$ cat config.mk
export PLATFORM = sky130hd
export DESIGN_NAME = mem_arbiter
export DESIGN_NICKNAME = d
export VERILOG_FILES = /design/src/rtl/mem_arbiter_pkg.sv /design/src/rtl/mem_arbiter_rr_pick.sv /design/src/rtl/mem_arbiter.sv
export SDC_FILE = /design/constraint.sdc
export NUM_CORES = 1
export LEC_CHECK = 0
export ABC_AREA = 0
export CORE_AREA = 2 2 197 199
export DETAILED_ROUTE_END_ITERATION = 16
export DIE_AREA = 0 0 199 201
export SLEW_MARGIN = 20
export SYNTH_ARGS = -nofsm -noshare
export SYNTH_HDL_FRONTEND = slang
export SYNTH_SLANG_ARGS = --single-unit
$ cat constraint.sdc
create_clock -name clk -period 2 [get_ports clk]
set_input_delay 0.4 -clock clk [delete_from_list [all_inputs] [get_ports clk]]
set_output_delay 0.4 -clock clk [all_outputs]
set_load 0.02 [all_outputs]
$ cat src/rtl/mem_arbiter_pkg.sv
// mem_arbiter_pkg
// Shared types and constants for the ibus/dbus memory arbiter.
//   arb_state_t : transaction FSM states (IDLE, REQ, WAIT)
//   arb_port_t  : which core port owns the current transaction
//   arb_req_t   : latched downstream request (addr, size, strobe, wdata)
//   MSIZE*      : access size encoding shared with the core's memory stage
package mem_arbiter_pkg;

  localparam int ARB_ADDR_W  = 64;
  localparam int ARB_DATA_W  = 64;
  localparam int ARB_INSTR_W = 32;

  localparam logic [2:0] MSIZE1 = 3'd0;
  localparam logic [2:0] MSIZE2 = 3'd1;
  localparam logic [2:0] MSIZE4 = 3'd2;
  localparam logic [2:0] MSIZE8 = 3'd3;

  typedef enum logic [1:0] {
    IDLE,
    REQ,
    WAIT
  } arb_state_t;

  typedef enum logic {
    IBUS,
    DBUS
  } arb_port_t;

  typedef struct packed {
    logic [ARB_ADDR_W-1:0]   addr;
    logic [2:0]              size;
    logic [ARB_DATA_W/8-1:0] strobe;
    logic [ARB_DATA_W-1:0]   wdata;
  } arb_req_t;

endpackage

$ cat src/rtl/mem_arbiter_rr_pick.sv
// arb_rr_pick
// Combinational two-way round-robin chooser.
//   i_valid, d_valid : pending requests from fetch and data ports
//   last_grant       : port that won the previous arbitration
//   grant            : port to serve now (meaningful only when any = 1)
//   any              : at least one request is pending
module arb_rr_pick
  import mem_arbiter_pkg::*;
(
  input  logic      i_valid,
  input  logic      d_valid,
  input  arb_port_t last_grant,
  output arb_port_t grant,
  output logic      any
);

  // On a tie the port that did not win last time gets its turn.
  always_comb begin
    any   = i_valid | d_valid;
    grant = IBUS;
    if (i_valid && d_valid) begin
      grant = (last_grant == DBUS) ? IBUS : DBUS;
    end else if (d_valid) begin
      grant = DBUS;
    end
  end

endmodule

$ cat src/rtl/mem_arbiter.sv
// mem_arbiter
// Shares one single-ported memory interface between the instruction fetch
// port (ibus) and the data access port (dbus). A winning request is latched,
// issued downstream (accept phase), and its response is routed back to the
// owning port only (response phase).
// Ports:
//   clk, reset                       : clock, synchronous active-high reset
//   i_valid/i_addr -> i_addr_ok      : fetch request / latched pulse
//   i_data_ok/i_data                 : fetch response pulse, selected word
//   d_valid/d_addr/d_size/d_strobe/d_wdata -> d_addr_ok : data request
//   d_data_ok/d_rdata                : data response pulse, full beat
//   m_valid/m_is_write/m_addr/m_size/m_strobe/m_wdata, m_ready : downstream req
//   m_resp_valid/m_resp_data         : downstream response beat
// ADDR_W/DATA_W must match the package widths used by arb_req_t.
module mem_arbiter
  import mem_arbiter_pkg::*;
#(
  parameter int ADDR_W  = ARB_ADDR_W,
  parameter int DATA_W  = ARB_DATA_W,
  parameter int INSTR_W = ARB_INSTR_W
) (
  input  logic                clk,
  input  logic                reset,
  input  logic                i_valid,
  input  logic [ADDR_W-1:0]   i_addr,
  output logic                i_addr_ok,
  output logic                i_data_ok,
  output logic [INSTR_W-1:0]  i_data,
  input  logic                d_valid,
  input  logic [ADDR_W-1:0]   d_addr,
  input  logic [2:0]          d_size,
  input  logic [DATA_W/8-1:0] d_strobe,
  input  logic [DATA_W-1:0]   d_wdata,
  output logic                d_addr_ok,
  output logic                d_data_ok,
  output logic [DATA_W-1:0]   d_rdata,
  output logic                m_valid,
  output logic                m_is_write,
  output logic [ADDR_W-1:0]   m_addr,
  output logic [2:0]          m_size,
  output logic [DATA_W/8-1:0] m_strobe,
  output logic [DATA_W-1:0]   m_wdata,
  input  logic                m_ready,
  input  logic                m_resp_valid,
  input  logic [DATA_W-1:0]   m_resp_data
);

  arb_state_t state;
  arb_state_t next_state;
  arb_port_t  last_grant;
  arb_port_t  pick;
  logic       any;
  logic       grant_fire;
  arb_req_t   req;
  arb_req_t   new_req;

  arb_rr_pick u_pick (
    .i_valid    (i_valid),
    .d_valid    (d_valid),
    .last_grant (last_grant),
    .grant      (pick),
    .any        (any)
  );

  // Fetches are always a 4-byte read, so size/strobe/wdata are fixed.
  always_comb begin
    new_req = '0;
    if (pick == IBUS) begin
      new_req.addr = i_addr;
      new_req.size = MSIZE4;
    end else begin
      new_req.addr   = d_addr;
      new_req.size   = d_size;
      new_req.strobe = d_strobe;
      new_req.wdata  = d_wdata;
    end
  end

  // last_grant doubles as the owner of the in-flight transaction, since it
  // only changes on grant.
  always_ff @(posedge clk) begin
    if (reset) begin
      state      <= IDLE;
      last_grant <= DBUS;
      req        <= '0;
    end else begin
      state <= next_state;
      if (grant_fire) begin
        last_grant <= pick;
        req        <= new_req;
      end
    end
  end

  // Handshake outputs are combinational; all of them are forced low while
  // reset is asserted so an in-flight response is silently dropped.
  always_comb begin
    next_state = state;
    grant_fire = 1'b0;
    m_valid    = 1'b0;
    i_addr_ok  = 1'b0;
    d_addr_ok  = 1'b0;
    i_data_ok  = 1'b0;
    d_data_ok  = 1'b0;
    i_data     = '0;
    d_rdata    = '0;
    if (!reset) begin
      case (state)
        IDLE: begin
          if (any) begin
            grant_fire = 1'b1;
            next_state = REQ;
            if (pick == IBUS) begin
              i_addr_ok = 1'b1;
            end else begin
              d_addr_ok = 1'b1;
            end
          end
        end
        REQ: begin
          m_valid = 1'b1;
          if (m_ready) begin
            next_state = WAIT;
          end
        end
        WAIT: begin
          if (m_resp_valid) begin
            next_state = IDLE;
            if (last_grant == IBUS) begin
              i_data_ok = 1'b1;
              i_data    = req.addr[2] ? m_resp_data[2*INSTR_W-1:INSTR_W]
                                      : m_resp_data[INSTR_W-1:0];
            end else begin
              d_data_ok = 1'b1;
              d_rdata   = m_resp_data;
            end
          end
        end
        default: begin
          next_state = IDLE;
        end
      endcase
    end
  end

  assign m_addr     = req.addr;
  assign m_size     = req.size;
  assign m_strobe   = req.strobe;
  assign m_wdata    = req.wdata;
  assign m_is_write = |req.strobe;

endmodule

==> results_dict.tcl, run 1 <==
set metrics [dict create \
    r2r_slack_ps 210 \
    coreArea_um2 38100 \
    drive_gt1_share_pct 22.4 \
    via_count 6897 \
    rows 72 \
    initial_core_util_pct 16.0 \
    grt_start_max_net_pins 61 \
    grt_usage_pct 14.4 \
    drc 0 \
    grt_overflow 0 \
    leakagePower_nw 5.64 \
    syn_inst 587 \
    vdd_drop_max_mv 0.493 \
    outcome "finished with violations" \
    drt-total-wl_um 30800 \
    antenna_left 0 \
    drv_slew 0 \
    ys_types 32 \
    tns_ps -15480 \
    drtPass1Iterations 4 \
    relSlewSlack_pct 55.5 \
    crit_path_end "d_rdata[45]" \
    die-height_um 201 \
    reg2reg_from "state[1]$_SDFFE_PP0P_" \
    use_met3_pct 4.03 \
    ff2ff_path_depth 7 \
    arrival_ps 1840 \
    min_period_ps 2240 \
    fmax_mhz 447 \
    cp.depth 6 \
    ys_seq_elements 142 \
    final_util_pct 35.4 \
    clock_path_buffers 2 \
    ctsHtreeMaxLevel 4 \
    finalHoldWorstSlack_ps 404 \
    synth-warning-count 0 \
    cts_tree "done" \
    ys_seq_area_share_pct 46.5 \
    pwr_density_cell_nw_per_um2 658 \
    place.gp.congestion 0.967 \
    timing.rr.end "m_wdata[27]$_SDFFE_PP0P_" \
    skew_ps 7.90 \
    busiest_layer "met2" \
    synthToLayoutAreaGrowth_pct 121 \
    mostFrequentLayoutCell "clkdlybuf4s50_1" \
    antenna_found_initial 3 \
    timing.final.hold_violations 0 \
    clock_sinks 142 \
    clk_latency_ps 430 \
    cpLargestDelayFamily "simple AND/OR/NAND/NOR gates" \
    endpoint_kind "output pin" \
    use_met2_pct 23.3 \
    clockRootBuffer "clkbuf_16" \
    crit_type "reg2out" \
    cts_buffers 17 \
    cts_hold_buf 0 \
    critPathMostFrequentCell "buf_8" \
    crit_buf_inv 4 \
    hold_path_class "in2reg" \
    grtUsageMet1_pct 18.6 \
    ios 514 \
    drtIter0Drc 310 \
    cp.required_ps 1600 \
    fin_nets 1392 \
    dpl.hpwl_um 22900 \
    cpMaxStageDelayCell "and4bb_4" \
    syn_nets 860 \
    post-route-period-util_pct 112 \
    crit_path_max_fanout 6 \
    fp.dieArea_um2 40000 \
    maxCapViolCount 0 \
    avgSynthCellArea_um2 10.4 \
    fin_ws_ps -239 \
    layout_common_cells "408 x clkdlybuf4s50_1, 139 x dfxtp_1, 92 x buf_6, 79 x and3_1, 68 x mux2i_1" \
    tightest_slew_ps 666 \
    slowest_delay_ps 350 \
    path_clk_slew_ps 60 \
    synth_area_um2 6110 \
    die_w_um 199 \
    first_global_vias 6842 \
    cp-startpoint "state[0]$_SDFFE_PP0P_" \
    wire_per_inst_um 18.7 \
    worstPathCellList "and4bb_4, buf_8, buf_12, buf_8, and3_1, buf_6" \
    startpoint_type "flip-flop" \
    finalSetupViolations 99 \
    failed_checks "negative setup slack" \
    vias_per_cell 4.18 \
    port_buffers 513 \
    grt_setup_unrepaired "yes" \
    grt_pass1_wl_um 43100 \
]
==> what timing repair did <==
action                                  in CTS  in global routing
pin swaps                                    2                 34
gates cloned                                 2                  4
buffers inserted                             4                  3
resized for setup                          557                137
endpoints found under the setup margin     103                100
==> how the worst min path moves through the flow <==
stage	from	end	slack, ps	cells past startpoint
floorplan	state[1]$_SDFFE_PP0P_	state[1]$_SDFFE_PP0P_	490	2
global placement	m_addr[23]$_SDFFE_PP0P_	m_addr[23]$_SDFFE_PP0P_	440	1
detailed placement	m_addr[12]$_SDFFE_PP0P_	m_addr[12]$_SDFFE_PP0P_	450	1
CTS	m_resp_valid	state[1]$_SDFFE_PP0P_	340	4
global route	m_resp_valid	state[1]$_SDFFE_PP0P_	410	4
finish	m_resp_valid	state[1]$_SDFFE_PP0P_	400	4
==> metrics by stage <==
step                      worst slack, ps  cell area [µm²]  std cells  total power (W)
after floorplan                      74.0             6110        587          0.00427
after global placement               -776            12200       1605          0.00577
after detailed placement             -743            12200       1605          0.00578
after CTS                            -289            12800       1642          0.00895
after global routing                 -311            13500       1650          0.00928
final                                -239            13500       1650          0.00886
==> metal layers <==
| metal | up-vias | routed length (µm) |
|---|---|---|
| met4 | 4 | 412 |
| met2 | 278 | 14600 |
| met1 | 3277 | 13500 |
| met5 | - | 27 |
| met3 | 32 | 2340 |
| li1 | 3306 | - |
==> worst reg2reg max path: stages, from the launching register on <==
cell	delay, ps
dfxtp_2	320
buf_4	150
or3_4	420
buf_8	150
nor2_4	90
buf_4	120
buf_12	230
a22o_1	260
==> power breakdown <==
group	internal, W	switching (W)	total (W)
combinational	0.00140	0.00117	0.00256
sequential	0.00309	0.000145	0.00323
clock	0.00174	0.00132	0.00307
total	0.00623	0.00264	0.00886
==> cell type report <==
class | count | area, µm²
timing repair buffer | 575 | 6100
multi-input combinational | 379 | 3300
fill | 3820 | 24600
antenna | 1 | 2.50
tap | 518 | 648
clock inverter | 12 | 111
sequential | 142 | 2850
clock buffer | 19 | 443
inverter | 4 | 15.0
==> cell families (layout without fill, tap and decap cells) <==
| kind of cell | count (synthesis) | count (layout) | synth area share [%] |
|---|---|---|---|
| DFF | 142 | 142 | 46.5 |
| muxes | 68 | 68 | 11.1 |
| buffers and inverters | 66 | 610 | 5.06 |
| and+or+nand+nor | 161 | 161 | 15.4 |
| other | 0 | 1 | 0 |
| AOI/OAI and AO/OA | 150 | 150 | 21.8 |
==> state kept, by name, indices dropped and copies added, names as in the netlist <==
name	count
m_addr	64
m_size	3
last_grant	1
m_wdata	64
state	2
m_strobe	8
==> synth_stat cells <==
master	number	area, µm²
dfxtp_1	142	2840
and3_1	92	576
mux2i_1	68	681
a22o_1	60	526
nor2_1	36	135
clkbuf_1	33	124
o2bb2ai_1	33	289
a221o_1	28	280
buf_2	19	95.1
nor3b_1	15	113
o22a_1	14	123
o21ai_0	8	40.0
buf_1	4	15.0
buf_6	4	45.0
inv_1	4	15.0
nand2_1	4	15.0
nor2b_1	4	25.0
a21oi_1	2	10.0
buf_4	2	15.0
nor2_4	2	22.5
nor4_1	2	12.5
a211oi_4	1	20.0
a21bo_1	1	10.0
a21boi_2	1	11.3
a21o_1	1	7.51
a21oi_4	1	16.3
and2_1	1	6.26
and4bb_1	1	12.5
nand3b_1	1	7.51
nor3_1	1	5.00
or2_1	1	6.26
or3_1	1	6.26
(Power assumes the default switching activity.)
==> run 2: changes to the inputs <==
Settings changed: HOLD_SLACK_MARGIN set to 0.15.
==> results of run 2 <==
The final DEF is identical to that of run 1; final timing and power are the same.
